===== config.mk =====
export PLATFORM = sky130hd
export DESIGN_NAME = nvram_sequencer
export DESIGN_NICKNAME = d
export VERILOG_FILES = /design/src/rtl/nvram_sequencer.sv
export SDC_FILE = /design/constraint.sdc
export NUM_CORES = 1
export LEC_CHECK = 0
export ABC_CLOCK_PERIOD_IN_PS = 4600
export CORE_MARGIN = 5
export CORE_UTILIZATION = 57
export DETAILED_ROUTE_END_ITERATION = 8
export PLACE_DENSITY = 0.84
export SYNTH_ARGS = -nofsm -noshare
export SYNTH_HDL_FRONTEND = slang
export SYNTH_SLANG_ARGS = --single-unit

===== constraint.sdc =====
create_clock -name CLK -period 4.6 [get_ports CLK]
set_input_delay 0.92 -clock CLK [delete_from_list [all_inputs] [get_ports CLK]]
set_output_delay 0.92 -clock CLK [all_outputs]
set_load 0.005 [all_outputs]

===== src/rtl/nvram_sequencer.sv =====
// NOVRAM store/recall sequencer: copies the working RAM to the shadow array on STORE,
// and the shadow array back to RAM on RECALL. It arbitrates CPU strobes against host
// save/load requests and holds NV_BUSY for the whole copy plus the settle time.
module nvram_sequencer #(
  parameter int unsigned AW          = 8,
  parameter int unsigned DW          = 4,
  parameter int unsigned HOLD_CYCLES = 16
) (
  input  logic          CLK,
  input  logic          RESET,
  input  logic          STORE,
  input  logic          RECALLn,
  input  logic          HOST_STORE_REQ,
  input  logic          HOST_RECALL_REQ,
  output logic          HOST_ACK,
  output logic          NV_BUSY,
  output logic [AW-1:0] NV_RADDR,
  output logic [AW-1:0] NV_WADDR,
  input  logic [DW-1:0] RAM_RDATA,
  input  logic [DW-1:0] SHADOW_RDATA,
  output logic          RAM_WE,
  output logic          SHADOW_WE,
  output logic [DW-1:0] WDATA
);

  localparam int unsigned DEPTH = 1 << AW;
  localparam int unsigned CW    = AW + 1;
  localparam int unsigned HW    = 16;

  typedef enum logic [1:0] {IDLE, COPY, HOLD} state_t;

  state_t          state, state_n;
  logic            store_d, recalln_d;
  logic            pend_st, pend_st_n, pend_rc, pend_rc_n;
  logic            dir_rc, dir_rc_n;
  logic            from_host, from_host_n;
  logic [CW-1:0]   cnt, cnt_n, cnt_inc;
  logic [HW-1:0]   hold_cnt, hold_cnt_n;
  logic [AW-1:0]   raddr_n, waddr_n;
  logic            ram_we_n, shadow_we_n, ack_n;
  logic            st_edge, rc_edge, eff_st, eff_rc, launch;

  // Next-state, pending-flag and registered-output logic.
  always_comb begin
    st_edge     = STORE & ~store_d;
    rc_edge     = ~RECALLn & recalln_d;
    // A store strobe seen while recall is asserted is dropped.
    eff_st      = pend_st | (st_edge & RECALLn);
    eff_rc      = pend_rc | rc_edge;
    cnt_inc     = cnt + CW'(1);
    state_n     = state;
    pend_st_n   = eff_st;
    pend_rc_n   = eff_rc;
    dir_rc_n    = dir_rc;
    from_host_n = from_host;
    cnt_n       = cnt;
    hold_cnt_n  = hold_cnt;
    raddr_n     = '0;
    waddr_n     = '0;
    ram_we_n    = 1'b0;
    shadow_we_n = 1'b0;
    ack_n       = 1'b0;
    launch      = 1'b1;
    case (state)
      IDLE: begin
        if (eff_rc) begin
          dir_rc_n    = 1'b1;
          from_host_n = 1'b0;
          pend_rc_n   = 1'b0;
        end else if (eff_st) begin
          dir_rc_n    = 1'b0;
          from_host_n = 1'b0;
          pend_st_n   = 1'b0;
        end else if (HOST_RECALL_REQ) begin
          dir_rc_n    = 1'b1;
          from_host_n = 1'b1;
        end else if (HOST_STORE_REQ) begin
          dir_rc_n    = 1'b0;
          from_host_n = 1'b1;
        end else begin
          launch      = 1'b0;
        end
        if (launch) begin
          state_n = COPY;
          cnt_n   = '0;
        end
      end
      COPY: begin
        // Read address leads the write address by one cycle (1-cycle read latency).
        cnt_n = cnt_inc;
        if (cnt < CW'(DEPTH - 1)) begin
          raddr_n = cnt_inc[AW-1:0];
        end
        if (cnt < CW'(DEPTH)) begin
          waddr_n     = cnt[AW-1:0];
          ram_we_n    = dir_rc;
          shadow_we_n = ~dir_rc;
        end else begin
          state_n    = HOLD;
          hold_cnt_n = '0;
        end
      end
      HOLD: begin
        if (hold_cnt == HW'(HOLD_CYCLES - 1)) begin
          state_n = IDLE;
          ack_n   = from_host;
        end else begin
          hold_cnt_n = hold_cnt + HW'(1);
        end
      end
      default: state_n = IDLE;
    endcase
  end

  // State, edge-history and output registers.
  always_ff @(posedge CLK or posedge RESET) begin
    if (RESET) begin
      state     <= IDLE;
      store_d   <= 1'b0;
      recalln_d <= 1'b1;
      pend_st   <= 1'b0;
      pend_rc   <= 1'b0;
      dir_rc    <= 1'b0;
      from_host <= 1'b0;
      cnt       <= '0;
      hold_cnt  <= '0;
      NV_RADDR  <= '0;
      NV_WADDR  <= '0;
      RAM_WE    <= 1'b0;
      SHADOW_WE <= 1'b0;
      HOST_ACK  <= 1'b0;
      NV_BUSY   <= 1'b0;
    end else begin
      state     <= state_n;
      store_d   <= STORE;
      recalln_d <= RECALLn;
      pend_st   <= pend_st_n;
      pend_rc   <= pend_rc_n;
      dir_rc    <= dir_rc_n;
      from_host <= from_host_n;
      cnt       <= cnt_n;
      hold_cnt  <= hold_cnt_n;
      NV_RADDR  <= raddr_n;
      NV_WADDR  <= waddr_n;
      RAM_WE    <= ram_we_n;
      SHADOW_WE <= shadow_we_n;
      HOST_ACK  <= ack_n;
      NV_BUSY   <= (state_n != IDLE);
    end
  end

  // Write data comes straight from the array read port so it lines up with the
  // registered write strobe; it is forced to zero whenever no strobe is active.
  assign WDATA = RAM_WE ? SHADOW_RDATA : (SHADOW_WE ? RAM_RDATA : '0);

endmodule


==> results.md, run 1 <==
- Status: finished clean
- Nets: ~290
- Slew Viols, Final: 0
- Vias in the first global route: around 1900
- Reg2reg path depth: 4
- Synthesized area: about 0.0024 mm^2
- Multiplexer share of the synthesized area: under 10%
- Slew headroom: between 20 and 30%
- Hold Crit Class: reg -> reg
- PortBufs: 37
- Max-cap violation count: 0
- DP HPWL: approximately 3.6 mm
- FF-to-FF setup slack: 2.65 ns
- Initial Utilization: 59.5%
- Vias per cell: 5.75
- Peak VDD IR: 336 uV
- Global router's overall resource usage: between 20 and 25%
- WP data arrival: ~2.1 ns
- Final ANT Viol Nets: 0
- WHS Path Cells: 1
- Hold-critical path endpoint: SHADOW_WE
- Pre-Repair DR Iteration Count: 4
- Pre-CTS WS: 1.58 ns
- Max Freq: 331 MHz
- Crit path max fanout: 1
- Global route total overflow: 0
- Inserted Clock Buffers: 5
- Critical R2R Capture: NV_RADDR[2]
- Routed WL: about 5.0 mm
- DRT iter0 DRCs: around 170
- Ports: 38
- Final core occ: between 70% and 80%
- Top cells by count, synth: dfrtp_1, nor2_1, nand2_1
- Ys async rst share: 100%
- Top cells by area, synth: dfrtp_1, nor2_1, nand2_1
- Post-route setup slack: 1.58 ns
- Number of antenna diodes: 0
- Startpoint Class: input port
- Cell Area, Placed: between 0.002 and 0.003 mm^2
- FF-to-FF Start: state[1]
- Synth Area in Adders: under 10%
- Die width: 74.9 um
- Count of cell types in the netlist: 44
- Top cell type's share of synthesized area: about 54%
- Clk sinks: 53
- Final worst-path cycle share: between 60% and 70%
- Largest family of logic cells by synthesized area: simple AND/OR/NAND/NOR gates
- Cell with the most instances after synthesis: dfrtp_1
- Crit path launch: RAM_RDATA[2]
- Primary FF master, synth: dfrtp_1
- Fin area: 0.00294 mm^2
- Final Power: roughly 1.4 mW
- Skew-Pair Late Insertion Delay: ~0.3 ns
- Clock Root Buffer: clkbuf_8
- DRC viols: 0
- Routed vias: roughly 1900
- Final Hold Vio Count: 0
- Dpl cells: about 310
- Setup bufs post-CTS: 0
- Crit. End Element: primary output
- Die Y: ~75 um
- H-tree levels: 2
- Number of enable flip-flop cells after synthesis: 0
- Critical path type: in -> out
- Post-synthesis net count: 249
- Post-cts resize count: 0
- Synth area leader: dfrtp_1
- Antenna violations before repair: 0
- RSZ-0062 raised after global routing: false
- Placeable Area: around 0.0040 mm^2
- Worst Hold Launch: dir_rc
- Post-Synthesis Cells: approximately 230
- #FFs+latches synth: 53
- Max Clock Skew: 0.00859 ns
- Synth warnings: 0
- Hold WS: 0.425 ns
- Setup tns final: 0 ns
- Req. time, crit path: 3.68 ns
- Static leakage: about 1.3 nW
- Global-route wire length before repair: roughly 8.6 mm
- Avg Inst Size Synth: a little over 10 um^2
- Simple-Gate Fraction of Synth Area: 21.0%
- Minimum clock period after layout: 3.02 ns
- GP Congestion: approximately 0.81
- Fraction of layout cells with a size suffix above 1: about 7%
- Post-synthesis xor/xnor area fraction: under 10%
- Clk buf depth: 2
- Worst Max-Slew Pin Slew: around 1.1 ns
- Layout Cells excl Fill: 322
- PwrDens: between 400 and 500 mW/mm^2
- Area Overhead vs Synth: 22.5%
- Pin count of the biggest net entering global routing: 54
- Hold Buf Count CTS: 0
- WL/cell: 15.4 um
- # rows: 23
- Seq/Total Area, Yosys: a little under three fifths
- Setup Viol. Count Final: 0
- CTS tree: built
- Compound-Gate Fraction of Synth Area: 14.4%
- Die area: 0.00560 mm^2
- CTS clk-pin slew, worst paths: 0.10 ns
worst max path at each step:
stage                to  slack (ns)  cells after the start
3_5_place_dp   WDATA[2]        1.58                      4
3_3_place_gp   WDATA[2]        1.62                      4
5_1_grt        WDATA[2]        1.56                      4
6_report       WDATA[2]        1.58                      4
2_1_floorplan  HOST_ACK        2.40                      1
4_1_cts        WDATA[2]        1.58                      4
power by group:
part / leakage [nW] / internal [mW] / switching [mW]
clock network: 0.0687 / 0.219 / 0.153
registers: 0.675 / 0.564 / 0.0716
logic: 0.575 / 0.215 / 0.133
total: 1.32 / 0.998 / 0.358
cells by family after synthesis:
group / after synthesis
compound gates: 51
xor+xnor: 8
fa+ha+maj: 2
buf+inv: 18
flops: 53
mux: 5
simple gates: 96
cell usage in the layout (no fill, tap or decap), types with 2 or more instances in the layout:
cell             synthesis  final
a31o_2                   3      3
nand2b_1                 5      5
a22o_1                   4      4
bufinv_16                0      2
nor2b_1                  3      3
o21a_1                   2      2
nor2_1                  25     25
dfrtp_1                 52     52
inv_1                   12     11
xor2_1                   3      3
a21oi_1                 14     14
ha_1                     2      2
a31oi_1                  4      4
nand3_1                  9      9
and4_1                   2      2
nand2_1                 21     21
and2_1                   7      7
or3_1                    3      3
nand4_1                  4      4
clkdlybuf4s50_1          0     37
nor3_1                   3      3
clkbuf_8                 0      5
o21ai_0                  7      7
a21boi_0                 4      4
and3_1                   5      5
xnor2_1                  5      5
mux2i_1                  5      5
or2_2                    3      3
nor4_1                   3      3
a21o_1                   3      3
cell type report:
type	count	area, um^2
Clock buffer	5	68.8
Fill cell	298	1090
Sequential cell	53	1330
Multi-Input combinational cell	162	993
Tap cell	50	62.6
Timing Repair Buffer	37	370
Inverter	12	45.0
Clock inverter	3	68.8
sequential cells by signal, summed over array words and instances (netlist names):
signal	count
HOST_ACK	1
dir_rc	1
from_host	1
pend_rc	1
pend_st	1
NV_RADDR	8
SHADOW_WE	1
store_d	1
state	2
hold_cnt	16
cnt	9
recalln_d	1
NV_WADDR	8
NV_BUSY	1
RAM_WE	1
worst max-delay path, cell delays in order:
cell             delay, ns
clkdlybuf4s50_1       0.45
nand2_1               0.04
o21ai_0               0.15
clkdlybuf4s50_1       0.53
per-layer routing:
| metal | track usage, % | vias up | share of wire (%) |
|---|---|---|---|
| met5 | 0 | - | 0 |
| met4 | 5.93 | 0 | 1.5 |
| met3 | 4.41 | 10 | 3.1 |
| met2 | 34.9 | 27 | 52 |
| met1 | 24.9 | 921 | 43 |
| li1 | - | 894 | - |
Power figures use the tool's default switching activity.
==> run 2: changes to the inputs <==
==> config.mk (replaced) <==
export PLATFORM = sky130hd
export DESIGN_NAME = nvram_sequencer
export DESIGN_NICKNAME = d
export VERILOG_FILES = /design/src/rtl/nvram_sequencer.sv
export SDC_FILE = /design/constraint.sdc
export NUM_CORES = 1
export LEC_CHECK = 0
export ABC_CLOCK_PERIOD_IN_PS = 2700
export CORE_MARGIN = 5
export CORE_UTILIZATION = 48
export DETAILED_ROUTE_END_ITERATION = 8
export PLACE_DENSITY = 0.75
export SYNTH_ARGS = -nofsm -noshare
export SYNTH_HDL_FRONTEND = slang
export SYNTH_SLANG_ARGS = --single-unit
==> constraint.sdc (replaced) <==
create_clock -name CLK -period 2.7 [get_ports CLK]
set_input_delay 0.54 -clock CLK [delete_from_list [all_inputs] [get_ports CLK]]
set_output_delay 0.54 -clock CLK [all_outputs]
set_load 0.005 [all_outputs]
==> run 2 against run 1 <==
Global-route usage is 3.2 points lower. Worst setup slack worse by 1.1 ns. Register-to-register slack worse by 1.8 ns. Critical endpoint unchanged. Largest power group unchanged. Highest routed layer unchanged.
==> results.md, run 2 (synthesized netlist as in run 1, its figures left out) <==
- Final ANT Viol Nets: 0
- Req. time, crit path: 2.16 ns
- Area Overhead vs Synth: 23.1%
- Critical path type: in -> out
- Inserted Clock Buffers: 5
- Nets: between 200 and 300
- Clk buf depth: 2
- Vias per cell: between 5 and 6
- PwrDens: 751 mW/mm^2
- DP HPWL: between 3 and 4 mm
- Sequential share of power: 48.9%
- Setup Viol. Count Final: 0
- Crit path max fanout: 1
- Max-cap violation count: 0
- Die area: approximately 0.0065 mm^2
- Global-route wire length before repair: about 8.3 mm
- Dpl cells: between 300 and 400
- Max Freq: around 450 MHz
- Slowest CP cell: clkdlybuf4s50_1
- FF-to-FF setup slack: 0.82 ns
- Top reg by flops: hold_cnt
- Ports: 38
- Pre-Repair DR Iteration Count: 4
- Routed vias: ~1800
- Most frequent cells in the layout: dfrtp_1, clkdlybuf4s50_1, nor2_1, nand2_1, a21oi_1
- Worst Max-Slew Pin Slew: between 0.6 and 0.7 ns
- Global router's overall resource usage: 16.9%
- CTS tree: built
- WHS Path Cells: 1
- Pin count of the biggest net entering global routing: 54
- Vias in the first global route: roughly 1800
- Reg2reg path depth: 5
- Minimum clock period after layout: about 2.2 ns
- Final Hold Vio Count: 0
- Most frequent CP cell: clkdlybuf4s50_1
- H-tree levels: 2
- Setup tns final: 0 ns
- Biggest regs: hold_cnt: 16 flops, cnt: 9 flops
- Clock Root Buffer: clkbuf_8
- Comb power frac: about a quarter
- Max Clock Skew: approximately 0.0075 ns
- Clk pwr share: around 25%
- Net Switching: 610 uW
- Clk sinks: 53
- Routed WL: between 4 and 5 mm
- Hold Buf Count CTS: 0
- Final worst-path cycle share: between 80% and 90%
- Commonest non-fill, non-tap cell in the layout: dfrtp_1
- Crit. End Element: primary output
- Multi-input gate area: 993 um^2
- RSZ-0062 raised after global routing: false
- Global route total overflow: 0
- Die Y: slightly above 80 um
- Antenna violations before repair: 0
- Final Power: 2.22 mW
- # rows: 25
- PortBufs: 37
- Skew-Pair Late Insertion Delay: roughly 0.31 ns
- Final core occ: between 60% and 70%
- Layout Cells excl Fill: 341
- GP Congestion: 0.793
- Peak VDD IR: between 500 and 600 uV
- Hold Crit Class: reg -> reg
- Net Sw Frac: 27.5%
- Placeable Area: 0.00479 mm^2
- Status: finished clean
- Crit-path cells: clkdlybuf4s50_1 > nand2_1 > o21ai_0 > clkdlybuf4s50_1
- Largest register FFs: 16
- Slew Viols, Final: 0
- CTS clk-pin slew, worst paths: 0.09 ns
- Register Area: approximately 0.0013 mm^2
- Internal Power: ~1.6 mW
- WL/cell: about 14 um
- DRT iter0 DRCs: 87
- Critical Path Max Stage Delay: 0.53 ns
- Slew headroom: 56.4%
- DRC viols: 0
- Number of antenna diodes: 0
- WP data arrival: approximately 1.7 ns
- Die width: 80.7 um
- Startpoint Class: input port
- Setup bufs post-CTS: 0
- Static leakage: about 1.3 nW
- Fill cell count: a little under 400
- Initial Utilization: roughly 50%
- Post-cts resize count: 0
- Fraction of layout cells with a size suffix above 1: approximately 7.7%
[run 2: path summary, 6_finish.rpt]
kind,startpoint,to
max in group asynchronous,RESET,HOST_ACK
worst max register to register,cnt[0],cnt[8]
worst min register to register,dir_rc,SHADOW_WE
worst min-delay path,dir_rc,SHADOW_WE
worst max-delay path,RAM_RDATA[2],WDATA[2]
min in group asynchronous,RESET,NV_WADDR[3]
[run 2: cell type report]
class                           count  share of cell area, %
Timing Repair Buffer               39                   13.1
Inverter                           12                   1.53
Sequential cell                    53                   45.0
Multi-Input combinational cell    162                   33.7
Tap cell                           67                   2.84
Clock inverter                      3                   1.57
Clock buffer                        5                   2.33
[run 2: power by group through the flow]
stage	clock [mW]	sequential, mW	combinational, mW
floorplan	0	1.09	0.268
global placement	0	1.10	0.590
detailed placement	0	1.10	0.594
CTS	0.558	1.08	0.599
global route	0.599	1.11	0.654
finish	0.545	1.08	0.588
[run 2: critical path, delay by kind of cell]
kind                   cells  cell delay [ns]
AO/OA/AOI/OAI              1             0.13
buffers and inverters      2             0.98
AND/OR/NAND/NOR            1             0.04
[run 2: stage by stage]
stage	area [um^2]	worst slack [ns]	hold slack [ns]
final	2950	0.465	0.431
after global routing	2950	0.412	0.446
after global placement	2840	0.473	0.412
after detailed placement	2840	0.408	0.418
after floorplan	2400	0.875	0.403
after CTS	2950	0.459	0.431
[run 2: metal layers]
layer | vias to the layer above | wire length [um] | share of wire [%] | global-route usage (%)
met4 | 0 | 72 | 1.5 | 6.25
met2 | 42 | 2200 | 47 | 26.2
li1 | 895 | - | - | -
met5 | - | 0 | 0 | 0
met3 | 6 | 203 | 4.3 | 4.48
met1 | 870 | 2210 | 47 | 22.5
==> run 3: changes to the inputs <==
==> config.mk (replaced) <==
export PLATFORM = sky130hd
export DESIGN_NAME = nvram_sequencer
export DESIGN_NICKNAME = d
export VERILOG_FILES = /design/src/rtl/nvram_sequencer.sv
export SDC_FILE = /design/constraint.sdc
export NUM_CORES = 1
export LEC_CHECK = 0
export ABC_CLOCK_PERIOD_IN_PS = 2070
export CORE_MARGIN = 5
export CORE_UTILIZATION = 53
export DETAILED_ROUTE_END_ITERATION = 8
export PLACE_DENSITY = 0.79
export SYNTH_ARGS = -nofsm -noshare
export SYNTH_HDL_FRONTEND = slang
export SYNTH_SLANG_ARGS = --single-unit
==> constraint.sdc (replaced) <==
create_clock -name CLK -period 2.07 [get_ports CLK]
set_input_delay 0.414 -clock CLK [delete_from_list [all_inputs] [get_ports CLK]]
set_output_delay 0.414 -clock CLK [all_outputs]
set_load 0.005 [all_outputs]
==> run 3 against run 2 <==
Register-to-register slack worse by 0.59 ns. Total power rose by 29%. Design area increased by 1.4%. Non-clock buffer count up 7. Critical path type unchanged.
==> results.md, run 3 (synthesized netlist as in run 1, its figures left out) <==
- Critical Path Max Stage Delay: approximately 0.53 ns
- Max-cap violation count: 0
- Max Clock Skew: between 0.004 and 0.005 ns
- Req. time, crit path: 1.66 ns
- Clk pwr share: between 20% and 30%
- Clk sinks: between 50 and 60
- Antenna violations before repair: 0
- Crit-path cells: clkdlybuf4s50_1 > nand2_1 > o21ai_0 > clkdlybuf4s50_1
- Nets: between 200 and 300
- Clk buf depth: 2
- Reg2reg path depth: 5
- Setup Viol. Count Final: 0
- Die width: about 77 um
- Global router's overall resource usage: 18.0%
- Crit. End Element: primary output
- Comb power frac: 28.8%
- Slew Viols, Final: 0
- Die area: approximately 0.0060 mm^2
- Critical path type: in -> out
- Static leakage: 1.36 nW
- Routed vias: between 1500 and 2000
- Peak VDD IR: roughly 830 uV
- DP HPWL: between 3 and 4 mm
- Hold Buf Count CTS: 0
- Inserted Clock Buffers: 5
- Critical R2R Capture: NV_RADDR[6]
- Net Sw Frac: 27.8%
- Vias in the first global route: around 1800
- Net Switching: 798 uW
- WL/cell: approximately 15 um
- Global-route wire length before repair: about 8.7 mm
- Biggest regs: hold_cnt: 16 flops, cnt: 9 flops
- Vias per cell: around 5.5
- Number of antenna diodes: 0
- Setup tns final: 0 ns
- H-tree levels: 2
- Final Hold Vio Count: 0
- Global route total overflow: 0
- RSZ-0062 raised after global routing: false
- Minimum clock period after layout: 2.00 ns
- Max Freq: between 400 and 500 MHz
- FF-to-FF setup slack: ~0.23 ns
- PortBufs: 37
- Final worst-path cycle share: 96.8%
- Setup bufs post-CTS: 0
- Slowest CP cell: clkdlybuf4s50_1
- Hold Crit Class: reg -> reg
- Final Power: ~2.9 mW
- Sequential share of power: around half
- Most frequent CP cell: clkdlybuf4s50_1
- Die Y: about 77 um
- Initial Utilization: 54.7%
- # rows: 24
- Final ANT Viol Nets: 0
- Fraction of layout cells with a size suffix above 1: between 10% and 20%
- Most frequent cells in the layout: dfrtp_1, clkdlybuf4s50_1, nor2_1, nand2_1, a21oi_1
- Pin count of the biggest net entering global routing: 34
- Area Overhead vs Synth: 24.8%
- Crit path launch: RAM_RDATA[2]
- Slew headroom: between 60% and 70%
- WHS Path Cells: 1
- FF-to-FF Start: state[1]
- CTS tree: built
- Top reg by flops: hold_cnt
- DRC viols: 0
- Clock Root Buffer: clkbuf_8
- Routed WL: about 5 mm
- Startpoint Class: input port
- Crit path max fanout: 1
- DRT iter0 DRCs: around 130
- Status: finished clean
- WP data arrival: around 1.6 ns
- PwrDens: 958 mW/mm^2
- Hold-critical path endpoint: SHADOW_WE
- Placeable Area: approximately 0.0044 mm^2
- GP Congestion: approximately 0.8
- Skew-Pair Late Insertion Delay: approximately 0.3 ns
- Commonest non-fill, non-tap cell in the layout: dfrtp_1
- Largest register FFs: 16
- Worst Max-Slew Pin Slew: 0.574 ns
- Internal Power: just over 2 mW
- Worst Hold Launch: dir_rc
- Ports: 38
- Pre-Repair DR Iteration Count: 4
- CTS clk-pin slew, worst paths: ~0.09 ns
run 3: cell count changes in the layout (fill, tap and decap cells not counted):
cell        before  now
clkbuf_8         5    7
dfrtp_2          0    1
bufinv_16        1    0
nor2b_4          0    1
buf_12           0    1
nor2b_1          3    2
clkinv_4         1    0
dfrtp_1         52   51
clkinv_2         0    1
buf_4            2    8
clkinvlp_4       1    0
run 3: how the worst max path moves through the flow:
stage / depth (start not counted) / slack [ns] / to
floorplan: 6 / 0.28 / cnt[8]
global placement: 4 / 0.1 / WDATA[2]
detailed placement: 4 / 0.05 / WDATA[2]
CTS: 3 / 0.04 / WDATA[0]
global route: 3 / 0.009 / WDATA[0]
finish: 4 / 0.07 / WDATA[2]
run 3: cell type report:
| class | count | area (um^2) |
|---|---|---|
| Tap cell | 52 | 65.1 |
| Fill cell | 343 | 1390 |
| Multi-Input combinational cell | 162 | 1000 |
| Sequential cell | 53 | 1330 |
| Clock inverter | 1 | 5.00 |
| Clock buffer | 7 | 96.3 |
| Inverter | 12 | 45.0 |
| Timing Repair Buffer | 46 | 450 |
run 3: timing repair:
item | in CTS | in global routing
resized for setup | 1 | 2
setup endpoints to repair | 2 | 3
gates cloned | 0 | 0
run 3: routing by layer:
layer | vias up | global-route usage [%] | wire, um
met4 | 0 | 7.39 | 82
met5 | - | 0 | 0
met1 | 882 | 23.4 | 2200
met2 | 27 | 29.0 | 2590
li1 | 912 | - | -
met3 | 8 | 3.75 | 145
run 3: power groups by stage:
stage | clock network [mW] | registers, mW | logic, mW
2_1_floorplan | 0 | 1.42 | 0.350
3_3_place_gp | 0 | 1.42 | 0.806
3_5_place_dp | 0 | 1.42 | 0.828
4_1_cts | 0.641 | 1.40 | 0.838
5_1_grt | 0.694 | 1.44 | 0.909
6_report | 0.630 | 1.41 | 0.826
run 3: metrics by stage:
stage	hold slack, ns	setup WS, ns	std cells	cell area [um^2]	utilization (%)
floorplan	0.403	0.280	233	2400	-
global placement	0.413	0.0959	325	2880	65.7
detailed placement	0.424	0.0545	325	2880	65.7
CTS	0.434	0.0368	333	2990	68.1
global route	0.448	0.00916	333	2990	68.2
finish	0.431	0.0667	333	2990	68.2
run 3: critical path: cells and delay by family:
family	cells	cell delay (ns)
AO/OA/AOI/OAI	1	0.15
AND/OR/NAND/NOR	1	0.04
buffers and inverters	2	0.98
